$ cat config.mk
export PLATFORM = sky130hd
export DESIGN_NAME = gate_tt_sequencer
export DESIGN_NICKNAME = d
export VERILOG_FILES = /design/src/rtl/gate_tt_pkg.sv /design/src/rtl/sat_counter.sv /design/src/rtl/gate_tt_sequencer.sv
export SDC_FILE = /design/constraint.sdc
export NUM_CORES = 1
export LEC_CHECK = 0
export ABC_AREA = 0
export BUFFER_PORTS_ARGS = -buffer_cell sky130_fd_sc_hd__buf_2
export CAP_MARGIN = 20
export CORE_MARGIN = 2
export CORE_UTILIZATION = 49
export CTS_CLUSTER_DIAMETER = 200
export DETAILED_ROUTE_END_ITERATION = 16
export HOLD_SLACK_MARGIN = 0.03
export PLACE_DENSITY = 0.74
export SYNTH_ARGS = -nofsm -noshare
export SYNTH_HDL_FRONTEND = slang
export SYNTH_SLANG_ARGS = --single-unit
export TNS_END_PERCENT = 30
$ cat constraint.sdc
create_clock -name clk -period 1.5 [get_ports clk]
set_input_delay 0.3 -clock clk [delete_from_list [all_inputs] [get_ports clk]]
set_output_delay 0.3 -clock clk [all_outputs]
set_load 0.02 [all_outputs]
$ cat src/rtl/gate_tt_pkg.sv
// -----------------------------------------------------------------------------
// gate_tt_pkg
// Shared types and constants for the 2-input gate truth-table sequencer.
//   state_e  : sequencer states (IDLE / RUN / DONE)
//   PATTERN  : Gray-ordered {A,B} stimulus, element 0 applied first
//   TT_*     : expected truth tables, bit index {A,B}
// -----------------------------------------------------------------------------
package gate_tt_pkg;

  typedef enum logic [1:0] {
    IDLE = 2'd0,
    RUN  = 2'd1,
    DONE = 2'd2
  } state_e;

  // Packed so element [0] is the rightmost entry: 00, 10, 11, 01.
  // Only one input toggles between neighbouring steps.
  localparam logic [3:0][1:0] PATTERN = {2'b01, 2'b11, 2'b10, 2'b00};

  localparam logic [3:0] TT_OR  = 4'b1110;
  localparam logic [3:0] TT_AND = 4'b1000;
  localparam logic [3:0] TT_XOR = 4'b0110;

endpackage : gate_tt_pkg

$ cat src/rtl/sat_counter.sv
// -----------------------------------------------------------------------------
// sat_counter
// Up-counter with synchronous clear that sticks at all-ones.
//   clk    : clock
//   rst    : asynchronous active-high reset (count -> 0)
//   clr_i  : synchronous clear, wins over inc_i
//   inc_i  : count up by one unless already saturated
//   cnt_o  : registered count
// -----------------------------------------------------------------------------
module sat_counter #(
  parameter int W = 8
) (
  input  logic         clk,
  input  logic         rst,
  input  logic         clr_i,
  input  logic         inc_i,
  output logic [W-1:0] cnt_o
);

  logic [W-1:0] cnt_q;
  logic [W-1:0] cnt_d;

  // NOTE: every combinational output gets a default before any branch, so no
  // path leaves it unassigned and no latch is inferred.
  always_comb begin
    cnt_d = cnt_q;
    if (clr_i) begin
      cnt_d = '0;
    end else if (inc_i && (cnt_q != '1)) begin
      cnt_d = cnt_q + W'(1);
    end
  end

  // NOTE: state registers use non-blocking assignments so all flops update
  // together from values sampled before the edge.
  always_ff @(posedge clk or posedge rst) begin
    if (rst) begin
      cnt_q <= '0;
    end else begin
      cnt_q <= cnt_d;
    end
  end

  assign cnt_o = cnt_q;

endmodule : sat_counter

$ cat src/rtl/gate_tt_sequencer.sv
// -----------------------------------------------------------------------------
// gate_tt_sequencer
// Exerciser for a combinational 2-input gate. Drives {A,B} through the Gray
// sequence 00,10,11,01 (HOLD_CYCLES cycles each, LOOPS passes), samples the
// gate output on the last edge of each pattern window and compares it with
// EXP_TT[{A,B}].
//   clk      : clock, rising edge
//   rst      : asynchronous active-high reset
//   start    : run request, only honoured in IDLE
//   dut_o    : output of the gate under test
//   drv_a    : gate input A (registered)
//   drv_b    : gate input B (registered)
//   busy     : patterns being applied
//   done     : one-cycle pulse at run end
//   pass     : no mismatches in the last run; held until next accepted start
//   err_cnt  : saturating mismatch count
//   fail_vec : sticky per-pattern failure flags, bit index {A,B}
// -----------------------------------------------------------------------------
module gate_tt_sequencer
  import gate_tt_pkg::*;
#(
  parameter int unsigned HOLD_CYCLES = 4,
  parameter int unsigned LOOPS       = 1,
  parameter logic [3:0]  EXP_TT      = TT_OR,
  parameter int          ERR_W       = 8
) (
  input  logic             clk,
  input  logic             rst,
  input  logic             start,
  input  logic             dut_o,
  output logic             drv_a,
  output logic             drv_b,
  output logic             busy,
  output logic             done,
  output logic             pass,
  output logic [ERR_W-1:0] err_cnt,
  output logic [3:0]       fail_vec
);

  // Counter widths kept at least one bit so HOLD_CYCLES/LOOPS of 1 still work.
  localparam int HOLD_W = (HOLD_CYCLES > 1) ? $clog2(HOLD_CYCLES) : 1;
  localparam int LOOP_W = (LOOPS > 1) ? $clog2(LOOPS) : 1;

  localparam logic [HOLD_W-1:0] HOLD_LAST = HOLD_W'(HOLD_CYCLES - 1);
  localparam logic [LOOP_W-1:0] LOOP_LAST = LOOP_W'(LOOPS - 1);

  state_e             state_q, state_d;
  logic [1:0]         idx_q, idx_d;
  logic [HOLD_W-1:0]  hold_q, hold_d;
  logic [LOOP_W-1:0]  loop_q, loop_d;
  logic [1:0]         drv_q, drv_d;
  logic               busy_q, busy_d;
  logic               done_q, done_d;
  logic               pass_q, pass_d;
  logic [3:0]         fail_q, fail_d;
  logic               err_clr;
  logic               err_inc;
  logic [1:0]         idx_nxt;

  assign idx_nxt = idx_q + 2'd1;

  always_comb begin
    state_d = state_q;
    idx_d   = idx_q;
    hold_d  = hold_q;
    loop_d  = loop_q;
    drv_d   = drv_q;
    busy_d  = busy_q;
    done_d  = 1'b0;
    pass_d  = pass_q;
    fail_d  = fail_q;
    err_clr = 1'b0;
    err_inc = 1'b0;

    unique case (state_q)
      IDLE: begin
        if (start) begin
          state_d = RUN;
          idx_d   = 2'd0;
          hold_d  = '0;
          loop_d  = '0;
          drv_d   = PATTERN[0];
          busy_d  = 1'b1;
          pass_d  = 1'b0;
          fail_d  = 4'b0000;
          err_clr = 1'b1;
        end
      end

      RUN: begin
        if (hold_q == HOLD_LAST) begin
          // Sample edge: drv_q is the pattern the gate has seen all window.
          if (dut_o != EXP_TT[drv_q]) begin
            err_inc        = 1'b1;
            fail_d[drv_q]  = 1'b1;
          end
          hold_d = '0;
          idx_d  = idx_nxt;
          drv_d  = PATTERN[idx_nxt];
          if (idx_q == 2'd3) begin
            if (loop_q == LOOP_LAST) begin
              state_d = DONE;
              drv_d   = 2'b00;
              busy_d  = 1'b0;
              done_d  = 1'b1;
              // err_cnt is still updating on this edge; any mismatch in the
              // run also leaves a fail_vec bit, so fail_d == 0 is the same
              // condition as a final count of zero.
              pass_d  = (fail_d == 4'b0000);
            end else begin
              loop_d = loop_q + LOOP_W'(1);
            end
          end
        end else begin
          hold_d = hold_q + HOLD_W'(1);
        end
      end

      DONE: begin
        state_d = IDLE;
      end

      default: begin
        state_d = IDLE;
        drv_d   = 2'b00;
        busy_d  = 1'b0;
      end
    endcase
  end

  always_ff @(posedge clk or posedge rst) begin
    if (rst) begin
      state_q <= IDLE;
      idx_q   <= 2'd0;
      hold_q  <= '0;
      loop_q  <= '0;
      drv_q   <= 2'b00;
      busy_q  <= 1'b0;
      done_q  <= 1'b0;
      pass_q  <= 1'b0;
      fail_q  <= 4'b0000;
    end else begin
      state_q <= state_d;
      idx_q   <= idx_d;
      hold_q  <= hold_d;
      loop_q  <= loop_d;
      drv_q   <= drv_d;
      busy_q  <= busy_d;
      done_q  <= done_d;
      pass_q  <= pass_d;
      fail_q  <= fail_d;
    end
  end

  sat_counter #(
    .W(ERR_W)
  ) u_err_cnt (
    .clk   (clk),
    .rst   (rst),
    .clr_i (err_clr),
    .inc_i (err_inc),
    .cnt_o (err_cnt)
  );

  assign drv_a    = drv_q[1];
  assign drv_b    = drv_q[0];
  assign busy     = busy_q;
  assign done     = done_q;
  assign pass     = pass_q;
  assign fail_vec = fail_q;

endmodule : gate_tt_sequencer

==> results of run 1 <==
## per-layer routing
metal / vias up / global-route usage / share of wire
met4: 0 / 0.154 / 0.034
met3: 15 / 0.0367 / 0.037
met2: 34 / 0.455 / 0.51
li1: 571 / - / -
met1: 580 / 0.315 / 0.42
met5: - / 0 / 0
## sequential cells by signal, summed over array words and instances (netlist names)
register         flops
busy                 1
idx_q                2
u_err_cnt.cnt_o      8
done                 1
state_q              2
hold_q               2
pass                 1
drv_q                2
fail_vec             4
## synthesized netlist by cell type (all sizes together), types with 4 or more instances
cell type and n:
a31o 4, inv 4, nor3 4, nand2 15, nor2 5, and3 5
dfrtp 23, nor2b 5, o21ai 6, a21oi 7
## worst min path at each step
stage | to | slack [ns]
6_report | state_q[0] | 0.35
5_1_grt | drv_q[0] | 0.39
4_1_cts | state_q[0] | 0.36
3_5_place_dp | hold_q[1] | 0.35
3_3_place_gp | state_q[1] | 0.35
2_1_floorplan | busy | 0.30
## final cells by class
cell class              instances  area [um2]  share of cell area
repair buffers                 57         398               0.228
well taps                      28        35.0              0.0201
clock buffers                   4        26.3              0.0151
flip-flops and latches         23         576               0.330
multi-input cells              92         696               0.399
inverters                       4        15.0             0.00860
## cell families (layout without fill, tap and decap cells)
kind of cell	after synthesis	count (layout)
adder cells (fa/ha/maj)	3	3
buffers and inverters	7	65
flip-flops	23	23
multiplexers	3	3
AND/OR/NAND/NOR	54	54
AO/OA/AOI/OAI	31	31
XOR/XNOR	1	1
## what timing repair did
action	in CTS	in global routing
pin swaps	9	10
buffers inserted	4	0
setup endpoints to repair	8	12
resized for setup	8	16
hold buffers	1	0
hold endpoints to repair	23	0
## worst register-to-register path, delay by kind of cell, from the launching register on
family	cells	cell delay, ns
compound gates	4	0.86
buf+inv	1	0.16
flops	1	0.46
## power breakdown
part	internal (mW)	total [mW]	leakage, nW	switching (mW)
clock	0.104	0.294	0.0150	0.190
sequential	0.826	1.02	0.290	0.193
combinational	0.925	1.89	0.552	0.965
==> flow_results.org, run 1 <==
** Run status
- Outcome :: finished with violations
- Violations in the final reports :: setup timing

** Synthesis
- Of the total synthesized cell area, the portion taken by AND, OR, NAND and NOR gates is 0.252.
- In this run, synthesis produced a sequential element count of 23.
- Number of synthesized flops with an enable pin :: 0
- Number of distinct library cells after synthesis :: 41
- Counting every net in the synthesized netlist gives 129.
- Part of the Yosys area used for sequential elements :: 0.480
- The compound-gate portion of the synthesized area is 0.180.
- Combined area of all synthesized cells :: 0.00120 mm2
- Synth async-reset ratio :: 1.00
- Synth warn :: 0
- Among all flip-flop cells after synthesis, the most frequent one is sky130_fd_sc_hd__dfrtp_1.
- Portion of synthesized cell area occupied by the leading cell type :: 0.480
- Library cell with the largest summed area after synthesis :: sky130_fd_sc_hd__dfrtp_1
- Counting every instance in the synthesized netlist gives 122.
- Post-synthesis mux area share :: 0.0261
- Dividing the synthesized area by the synthesized cell count gives 9.83 um2.
- Of the total synthesized cell area, the portion taken by XOR and XNOR cells is 0.00731.
- Of the total synthesized cell area, the portion taken by full adders, half adders and majority gates is 0.0313.
- Combinational family with the most area after synthesis :: simple AND/OR/NAND/NOR gates
- In the post-synthesis netlist, the biggest area contributors are sky130_fd_sc_hd__dfrtp_1 (48%), sky130_fd_sc_hd__nand2_1 (4.7%), sky130_fd_sc_hd__ha_1 (3.1%), sky130_fd_sc_hd__a21oi_1 (2.9%), sky130_fd_sc_hd__a31o_2 (2.9%).

** STA
- Final period utilization :: 1.05
- At the pin with the least slew margin, the transition time is 0.309 ns.
- Worst slew margin :: 0.793
- After routing, the total negative slack on setup checks comes to -0.317 ns.
- RSZ-0062 raised after global routing :: true
- Max-slew violation count :: 0
- Final Worst Setup Slack :: -0.0811 ns
- The final number of hold-violating endpoints was 0.
- The tightest hold path in the finished design has a slack of 0.346 ns.
- Highest Clock Rate :: 632 MHz
- Endpoints failing setup :: 7
- Worst clock skew on the final layout :: 0.00907 ns
- Period minus WS final :: 1.58 ns

** Place
- After detailed placement, the total cell area comes to 0.00158 mm2.
- Once placement completed, the tool counted placed cells totaling 199.
- Before CTS, the worst setup slack after placement is -0.121 ns.
- Last weighted congestion value of the routability-driven placer :: 0.864
- Detail Placement HPWL :: 2270 um
- Buffers placed on the I/O ports in this run total 20.

** Die
- Effective utilization at floorplan :: 0.532
- From left edge to right edge, the die measures 53.5 um.
- The floorplan has 17 rows.
- The die covers 0.00286 mm2.
- From bottom edge to top edge, the die measures 53.5 um.
- Ports :: 21
- The floorplan step defined a core boundary enclosing 0.00225 mm2.

** Finish
- Most frequent cells in the layout :: sky130_fd_sc_hd__buf_4 (33), sky130_fd_sc_hd__dfrtp_1 (23), sky130_fd_sc_hd__buf_2 (19)
- Leaving out fill and tap cells, the most frequent cell in the layout is sky130_fd_sc_hd__buf_4.
- At the end of the flow the core is filled with cells to 0.774.
- The area growth from synthesis to layout is 45.6%.
- Final layout net count :: 188
- After the flow finishes, the layout carries non-filler instances totaling 208.
- Antenna cells :: 0
- The finished cells cover 0.00175 mm2.
- Count of filler cells inserted in the layout :: 169
- Ratio of cells with drive above 1 in the final layout :: 0.439

** Worst setup path
- Maximum fanout count along the critical path :: 4
- On the critical path the largest part of the delay comes from compound AO/OA/AOI/OAI gates.
- Cell count of the worst reg-to-reg path :: 5
- Critical path origin :: drv_q[0]
- Sum of buffers and inverters on the critical path :: 1
- Worst setup path endpoint :: u_err_cnt.cnt_o[4]
- Setup slack, reg-to-reg :: -0.08 ns
- The worst setup path is launched from a register.
- The critical path crosses 5 cells after its start point.
- Sequence of cells on the critical path :: buf_6, o21a_4, a2111oi_4, a21oi_1, a31o_2
- STA puts the critical path data arrival time at 1.80 ns.
- Slowest cell on the critical path :: sky130_fd_sc_hd__dfrtp_1
- CP Class :: reg2reg
- Data required time of the critical path :: 1.72 ns
- Delay of the slowest cell on the worst path :: 0.46 ns
- Worst r2r dst :: u_err_cnt.cnt_o[4]
- STA classifies the critical path endpoint as a register.
- The startpoint identified for the worst register-to-register timing path is drv_q[0].

** GRT
- Antenna violations before repair :: 0
- The via count of the first global-routing pass is 1262.
- Global routing finished with a remaining overflow of 0.
- Largest net degree at the start of global routing :: 24
- First-pass GRT wire length :: 5440 um
- GR Util All Layers :: 0.266

** Clock tree
- TritonCTS created 3 clock buffers.
- Max Buffers Root-to-Sink :: 2
- CTS built an H-tree with a depth of 1.
- After clock tree synthesis, the clock-pin slew on the worst setup and hold paths is 0.13 ns.
- The clock drives 23 sinks.
- TritonCTS clock tree :: built
- In this run the clock root is driven by a sky130_fd_sc_hd__clkbuf_4.
- Clock insertion delay at the later pin of the skew report :: 0.32 ns

** Power
- Maximum ir drop on the vdd rail :: 1380 uV
- Static leakage :: 0.856 nW
- Ratio of total power to cell area :: 1830 mW/mm2
- Sum of internal, switching and leakage power :: 3.20 mW

** Worst hold path
- The min-delay analysis places its worst path in the category in2reg.
- The worst hold path was traced through 3 stages.
- Hold Path Origin :: start

** Detailed routing
- Wire length reported by the detailed router :: 3260 um
- The final route contains 1200 vias.
- For this run, design rule violations remaining after detail routing come to 0.
- Post-detailed-route count of antenna-violating nets :: 0
- The detailed router finished its first iteration with 21 violations.
- After detailed routing, the average wire length per cell comes to 15.7 um.
- The first detailed-routing pass ran for 4 iterations.
- In the routed layout, each cell is associated on average with a via count of 5.77.

** Flow run
- The tool flagged a number of max-cap violations equal to 0.
Note: power is estimated with default switching activity, not from simulation.
==> run 2: changes to the inputs <==
--- a/config.mk
+++ b/config.mk
@@ -9,11 +9,11 @@
 export BUFFER_PORTS_ARGS = -buffer_cell sky130_fd_sc_hd__buf_2
 export CAP_MARGIN = 20
 export CORE_MARGIN = 2
-export CORE_UTILIZATION = 49
+export CORE_UTILIZATION = 58
 export CTS_CLUSTER_DIAMETER = 200
 export DETAILED_ROUTE_END_ITERATION = 16
 export HOLD_SLACK_MARGIN = 0.03
-export PLACE_DENSITY = 0.74
+export PLACE_DENSITY = 0.82
 export SYNTH_ARGS = -nofsm -noshare
 export SYNTH_HDL_FRONTEND = slang
 export SYNTH_SLANG_ARGS = --single-unit
==> constraint.sdc (replaced) <==
create_clock -name clk -period 2 [get_ports clk]
set_input_delay 0.4 -clock clk [delete_from_list [all_inputs] [get_ports clk]]
set_output_delay 0.4 -clock clk [all_outputs]
set_load 0.02 [all_outputs]
==> flow_results.org, run 2 (synthesis gave the netlist of run 1 again) <==
** Flow run
- Across the run, the number of max-cap violations was 0.

** Clock tree
- In this run the post-CTS setup repair buffer count came out at 0.
- TritonCTS clock tree :: built
- Max Buffers Root-to-Sink :: 2
- After clock tree synthesis, the clock-pin slew on the worst setup and hold paths is 0.12 ns.
- Count of H-tree levels built during CTS :: 1
- Clock insertion delay at the later pin of the skew report :: 0.30 ns
- Clock sink count :: 23
- Inserted Clock Buffers :: 3
- Cell at the root of the clock tree :: sky130_fd_sc_hd__clkbuf_4

** Worst setup path
- CP Class :: reg2reg
- Data required time of the critical path :: 2.20 ns
- The largest single stage delay on the critical path is 0.40 ns.
- Type of destination of the critical path :: register
- In this run the worst path has a maximum fanout of 7.
- The worst setup path is launched from a register.
- The critical path goes through ha_1, nand3b_1, a2111oi_2, a21oi_1, a31o_2.
- Slowest cell on the critical path :: sky130_fd_sc_hd__dfrtp_1
- STA puts the critical path data arrival time at 1.99 ns.

** GRT
- The via count of the first global-routing pass came to 1006.
- Across every metal layer, demand over resource in global routing totals 0.224.
- First-pass GRT wire length :: 4280 um
- Antenna violations before repair :: 0
- Sum of overflow across all layers after global routing :: 0
- Largest net degree at the start of global routing :: 24

** STA
- The final number of hold-violating endpoints came to 0.
- RSZ-0062 raised after global routing :: false
- Final period utilization :: 0.896
- The worst pin sits at a relative slew slack of 0.641.
- Highest Clock Rate :: 558 MHz
- The final count of pins violating max slew was 0.
- In the final timing run, aggregate negative setup slack is 0 ns.
- Worst clock skew on the final layout :: 0.00273 ns
- The smallest clock period supported by the final layout is computed as 1.79 ns.
- For the pin with the worst max-slew slack, the measured transition is 0.534 ns.
- Setup violations remaining at the end of the flow were counted as 0.

** Power
- Internal power comes to 1.05 mW.
- Fraction of power spent switching nets :: 0.442
- P_sw :: 0.830 mW
- Of the total power, combinational logic draws 0.464.
- Static leakage :: 0.667 nW
- Maximum ir drop on the vdd rail :: 863 uV
- Share of total power in the clock network :: 0.112
- Sum of internal, switching and leakage power :: 1.88 mW
- Sequential share of power :: 0.424
- Power spread over the standard cell area amounts to 1370 mW/mm2.

** Place
- Detailed placement ended at an HPWL of 1860 um.
- Last weighted congestion value of the routability-driven placer :: 0.861
- Buffers placed on the I/O ports in this run total 20.

** Finish
- Of the cells placed in the final design, the portion with a size suffix greater than 1 is 0.233.
- Flip-flop count of the largest register, all copies and words added :: 8
- The area growth from synthesis to layout is 14.5%.
- For this run, the post-layout net count is 154.
- Leaving out fill and tap cells, the most frequent cells in the layout are sky130_fd_sc_hd__dfrtp_1 (23), sky130_fd_sc_hd__buf_2 (20), sky130_fd_sc_hd__nand2_1 (15).
- The number of antenna diodes in the final layout is 0.
- The library cell used most frequently in the layout, excluding fill and tap cells, is sky130_fd_sc_hd__dfrtp_1.

** Die
- DIE AREA :: 0.00245 mm2
- In this run the core area contains 16 standard-cell rows.
- Ports :: 21
- For this configuration, the core starts out at a cell density of 0.611.
- Chip Height :: 49.5 um
- The floorplan step set the die width to 49.5 um.
- Core ar. :: 0.00196 mm2

** Detailed routing
- Dividing the detail-routed wire length by the instance count gives 14.5 um.
- Post-detailed-route via-to-cell ratio :: 5.94
- Via count :: 1028
- In this run the remaining antenna-violating nets after routing total 0.
- The first routing iteration left 31 violations.
- The routed design has 2500 um of wire.
- For this run, design rule violations remaining after detail routing come to 0.
- The first detailed-routing pass took 4 iterations.

** Worst hold path
- The min-delay analysis places its worst path in the category in2async.

** Run status
- The flow ran to the end, and the final reports show no timing, DRC or antenna violations.
[run 2: cell type report]
type	instances	area, um2
Timing Repair Buffer	23	123
Clock buffer	4	26.3
Inverter	4	15.0
Fill cell	172	589
Sequential cell	23	576
Multi-Input combinational cell	92	599
Tap cell	27	33.8
[run 2: worst max-delay path, delay by kind of cell (launching register included)]
family                   cells  cell delay (ns)
flip-flops                   1             0.40
AO/OA/AOI/OAI                3             0.72
AND/OR/NAND/NOR              1             0.25
adder cells (fa/ha/maj)      1             0.32
[run 2: metal layers]
metal / GRT usage / vias to the layer above / routed length [um]
met5: 0 / - / 0
met4: 0.0833 / 0 / 45
met3: 0.0333 / 6 / 102
met2: 0.360 / 27 / 1190
met1: 0.309 / 496 / 1170
li1: - / 499 / -
[run 2: path summary, 6_finish.rpt]
check | depth (start not counted) | start | to | slack [ns]
worst max-delay path | 5 | hold_q[0] | u_err_cnt.cnt_o[4] | 0.21
worst min-delay path | 3 | rst | busy | 0.12
worst max register to register | 5 | hold_q[0] | u_err_cnt.cnt_o[4] | 0.21
max in group asynchronous | 3 | rst | fail_vec[3] | 1.66
min in group clk | 3 | start | state_q[0] | 0.44
worst min register to register | 2 | hold_q[1] | hold_q[1] | 0.51
[run 2: stage by stage]
step	setup slack, ns	hold WS [ns]	instances	area (um2)	util
6_report	0.208	0.118	173	1370	0.700
5_1_grt	0.00483	0.129	173	1370	0.700
4_1_cts	0.177	0.131	173	1370	0.697
3_5_place_dp	0.192	0.458	169	1340	0.684
3_3_place_gp	0.259	0.448	169	1340	0.684
2_1_floorplan	0.402	0.402	122	1200	-
[run 2: what timing repair did]
action / 4_1_cts / 5_1_grt
resized for setup: 0 / 1
setup endpoints to repair: 0 / 2
hold buffers: 0 / 0
hold endpoints to repair: 0 / 0
[run 2: power by group through the flow]
stage	clock network, mW	registers (mW)	logic, mW
after floorplan	0	0.879	0.522
after global placement	0	0.790	0.840
after detailed placement	0	0.803	0.866
after CTS	0.211	0.792	0.868
after global routing	0.238	0.826	0.973
final	0.210	0.795	0.871
==> run 3: changes to the inputs <==
--- a/config.mk
+++ b/config.mk
@@ -6,14 +6,14 @@
 export NUM_CORES = 1
 export LEC_CHECK = 0
 export ABC_AREA = 0
-export BUFFER_PORTS_ARGS = -buffer_cell sky130_fd_sc_hd__buf_2
 export CAP_MARGIN = 20
 export CORE_MARGIN = 2
-export CORE_UTILIZATION = 58
+export CORE_UTILIZATION = 65
 export CTS_CLUSTER_DIAMETER = 200
 export DETAILED_ROUTE_END_ITERATION = 16
+export DONT_BUFFER_PORTS = 1
 export HOLD_SLACK_MARGIN = 0.03
-export PLACE_DENSITY = 0.82
+export PLACE_DENSITY = 0.81
 export SYNTH_ARGS = -nofsm -noshare
 export SYNTH_HDL_FRONTEND = slang
 export SYNTH_SLANG_ARGS = --single-unit
==> flow_results.org, run 3 (synthesis gave the netlist of run 1 again) <==
** Run status
- The run finished with clean final reports.

** Worst setup path
- STA classifies the critical path endpoint as a register.
- Data required time of the critical path :: 2.21 ns
- At the worst endpoint, the arrival time is 1.96 ns.
- The worst setup path is launched from a register.
- Slowest cell on the critical path :: sky130_fd_sc_hd__a2111oi_2
- Traced cell by cell, the critical path runs through ha_1, nand3b_1, a2111oi_2, a21oi_1, a31o_2.
- Delay of the slowest cell on the worst path :: 0.42 ns
- Maximum fanout count along the critical path :: 7
- The critical path in this run is classified as reg2reg.

** STA
- Final period utilization :: 0.875
- Worst slew margin :: 0.700
- Across the routed clock network, the largest skew measured is 0.00329 ns.
- At the pin with the least slew margin, the transition time is 0.439 ns.
- Final hold violations :: 0
- Setup repair after global routing left no endpoint under its margin.
- The final count of pins violating max slew is 0.
- For the finished layout, the period the worst path requires is 1.75 ns.
- In the post-route analysis, the smallest setup slack over all paths is 0.250 ns.
- Endpoints failing setup :: 0
- For the final routed database, the setup TNS stands at 0 ns.
- Static timing analysis puts the maximum clock frequency at 572 MHz.

** GRT
- Summed over all layers, the global routing overflow is 0.
- Via count of the first global-routing pass :: 837
- Global-route track usage on met1 :: 0.348
- For this run, global-route usage on met2 was measured as 0.356.
- GR Util All Layers :: 0.247
- First-pass GRT wire length :: 3800 um
- The number of antenna violations at the first check in global routing is 0.
- GR peak layer :: met2
- For this run, global-route usage on met3 was measured as 0.0808.
- Entering global routing, the biggest net connects 13 pins.

** Finish
- For this run, the post-layout net count is 143.
- Flip-flop count of the largest register, all copies and words added :: 8
- The multi-input combinational cells in the finished layout cover a total of 594 um2.
- Leading cell type in the layout, fill and taps excluded :: sky130_fd_sc_hd__dfrtp_1
- End-of-flow core utilization :: 0.773
- Most frequent cells in the layout :: sky130_fd_sc_hd__dfrtp_1 (23), sky130_fd_sc_hd__nand2_1 (15), sky130_fd_sc_hd__buf_4 (11)
- Registers take 576 um2.
- In the final layout, the share of cells above drive strength 1 is 0.156.
- Compared with the post-synthesis result, the final layout area differs by 11.4%.
- After routing the design area is 0.00134 mm2.
- Count of filler cells inserted in the layout :: 139
- Antenna cells :: 0

** Power
- Maximum ir drop on the vdd rail :: 1030 uV
- Static leakage :: 0.619 nW
- Power spread over the standard cell area amounts to 1370 mW/mm2.
- Power comes to 1.83 mW.

** Clock tree
- Counting the buffers created by CTS gives 3.
- Once the clock tree was built, the setup fixing pass inserted 0 buffers.
- For the worst-skew pair, the clock arrives at the later sink with an insertion delay of 0.31 ns.
- In this run the clock root is driven by a sky130_fd_sc_hd__clkbuf_4.
- Max Buffers Root-to-Sink :: 2
- Clock sink count :: 23
- Worst-path clk slew :: 0.12 ns
- TritonCTS clock tree :: built
- Count of H-tree levels built during CTS :: 1

** Detailed routing
- Post-route DRC :: 0
- Summed over all layers, the routed wires come to 2410 um.
- The first detailed-routing pass took 4 iterations.
- After detailed routing, the average wire length per cell comes to 15.0 um.
- Iteration-0 DRC count of the detailed router :: 32
- Post-detailed-route count of antenna-violating nets :: 0
- In the routed layout, each cell is associated on average with a via count of 6.28.
- For this block, the via count after detailed routing is 1004.

** Die
- Floorplan die width :: 46.9 um
- The die is 46.9 um tall.
- Pin placement for this block handled 21 I/O pins.
- Effective utilization at floorplan :: 0.694
- DIE AREA :: 0.00220 mm2
- Core Rows :: 15
- Core ar. :: 0.00173 mm2

** Place
- Post-detailed-placement cell area :: 0.00130 mm2
- Detail Placement HPWL :: 1800 um
- Last weighted congestion value of the routability-driven placer :: 0.862
- During placement, the flow inserted port buffers numbering 0.
- Prior to clock tree synthesis, the placed netlist has a worst setup slack of 0.277 ns.

** Flow run
- Max-capacitance violation count :: 0

** Worst hold path
- Min-Delay Path Class :: in2reg
## run 3: final timing paths
| kind | start | endpoint | slack (ns) | cells past startpoint |
|---|---|---|---|---|
| max | hold_q[0] | u_err_cnt.cnt_o[4] | 0.25 | 5 |
| min | dut_o | fail_vec[0] | 0.25 | 2 |
| max reg2reg | hold_q[0] | u_err_cnt.cnt_o[4] | 0.25 | 5 |
| min reg2reg | hold_q[0] | hold_q[0] | 0.51 | 1 |
| max in group asynchronous | rst | idx_q[0] | 0.95 | 3 |
| min in group asynchronous | rst | fail_vec[0] | 0.53 | 2 |
## run 3: critical path, delay by kind of cell, from the launching register on
family / cells / cell delay, ns
AO/OA/AOI/OAI: 3 / 0.78
adder cells (fa/ha/maj): 1 / 0.28
flip-flops: 1 / 0.38
AND/OR/NAND/NOR: 1 / 0.21
## run 3: cell type report
cell class              instances  area share
well taps                      25      0.0234
flip-flops and latches         23       0.431
clock buffers                   4      0.0197
inverters                       4      0.0112
multi-input cells              92       0.445
repair buffers                 12      0.0694
## run 3: per-layer routing
metal | vias to the layer above | share of wire
met3 | 5 | 0.049
met2 | 32 | 0.46
met1 | 481 | 0.47
li1 | 486 | -
met5 | - | 0
met4 | 0 | 0.014
## run 3: repair_timing
item / CTS / global route
hold endpoints to repair: 11 / 0
resized for setup: 0 / 0
hold buffers: 1 / 0
## run 3: through the flow
stage          cells  hold WS [ns]
2_1_floorplan    122         0.402
3_3_place_gp     155         0.312
3_5_place_dp     155         0.318
4_1_cts          160         0.256
5_1_grt          160         0.232
6_report         160         0.255
## run 3: report_power, final
| part | total (mW) | leakage, nW | internal, mW | switching (mW) |
|---|---|---|---|---|
| Sequential | 0.859 | 0.290 | 0.618 | 0.241 |
| Clock | 0.212 | 0.0150 | 0.0779 | 0.134 |
| Combinational | 0.758 | 0.314 | 0.328 | 0.430 |
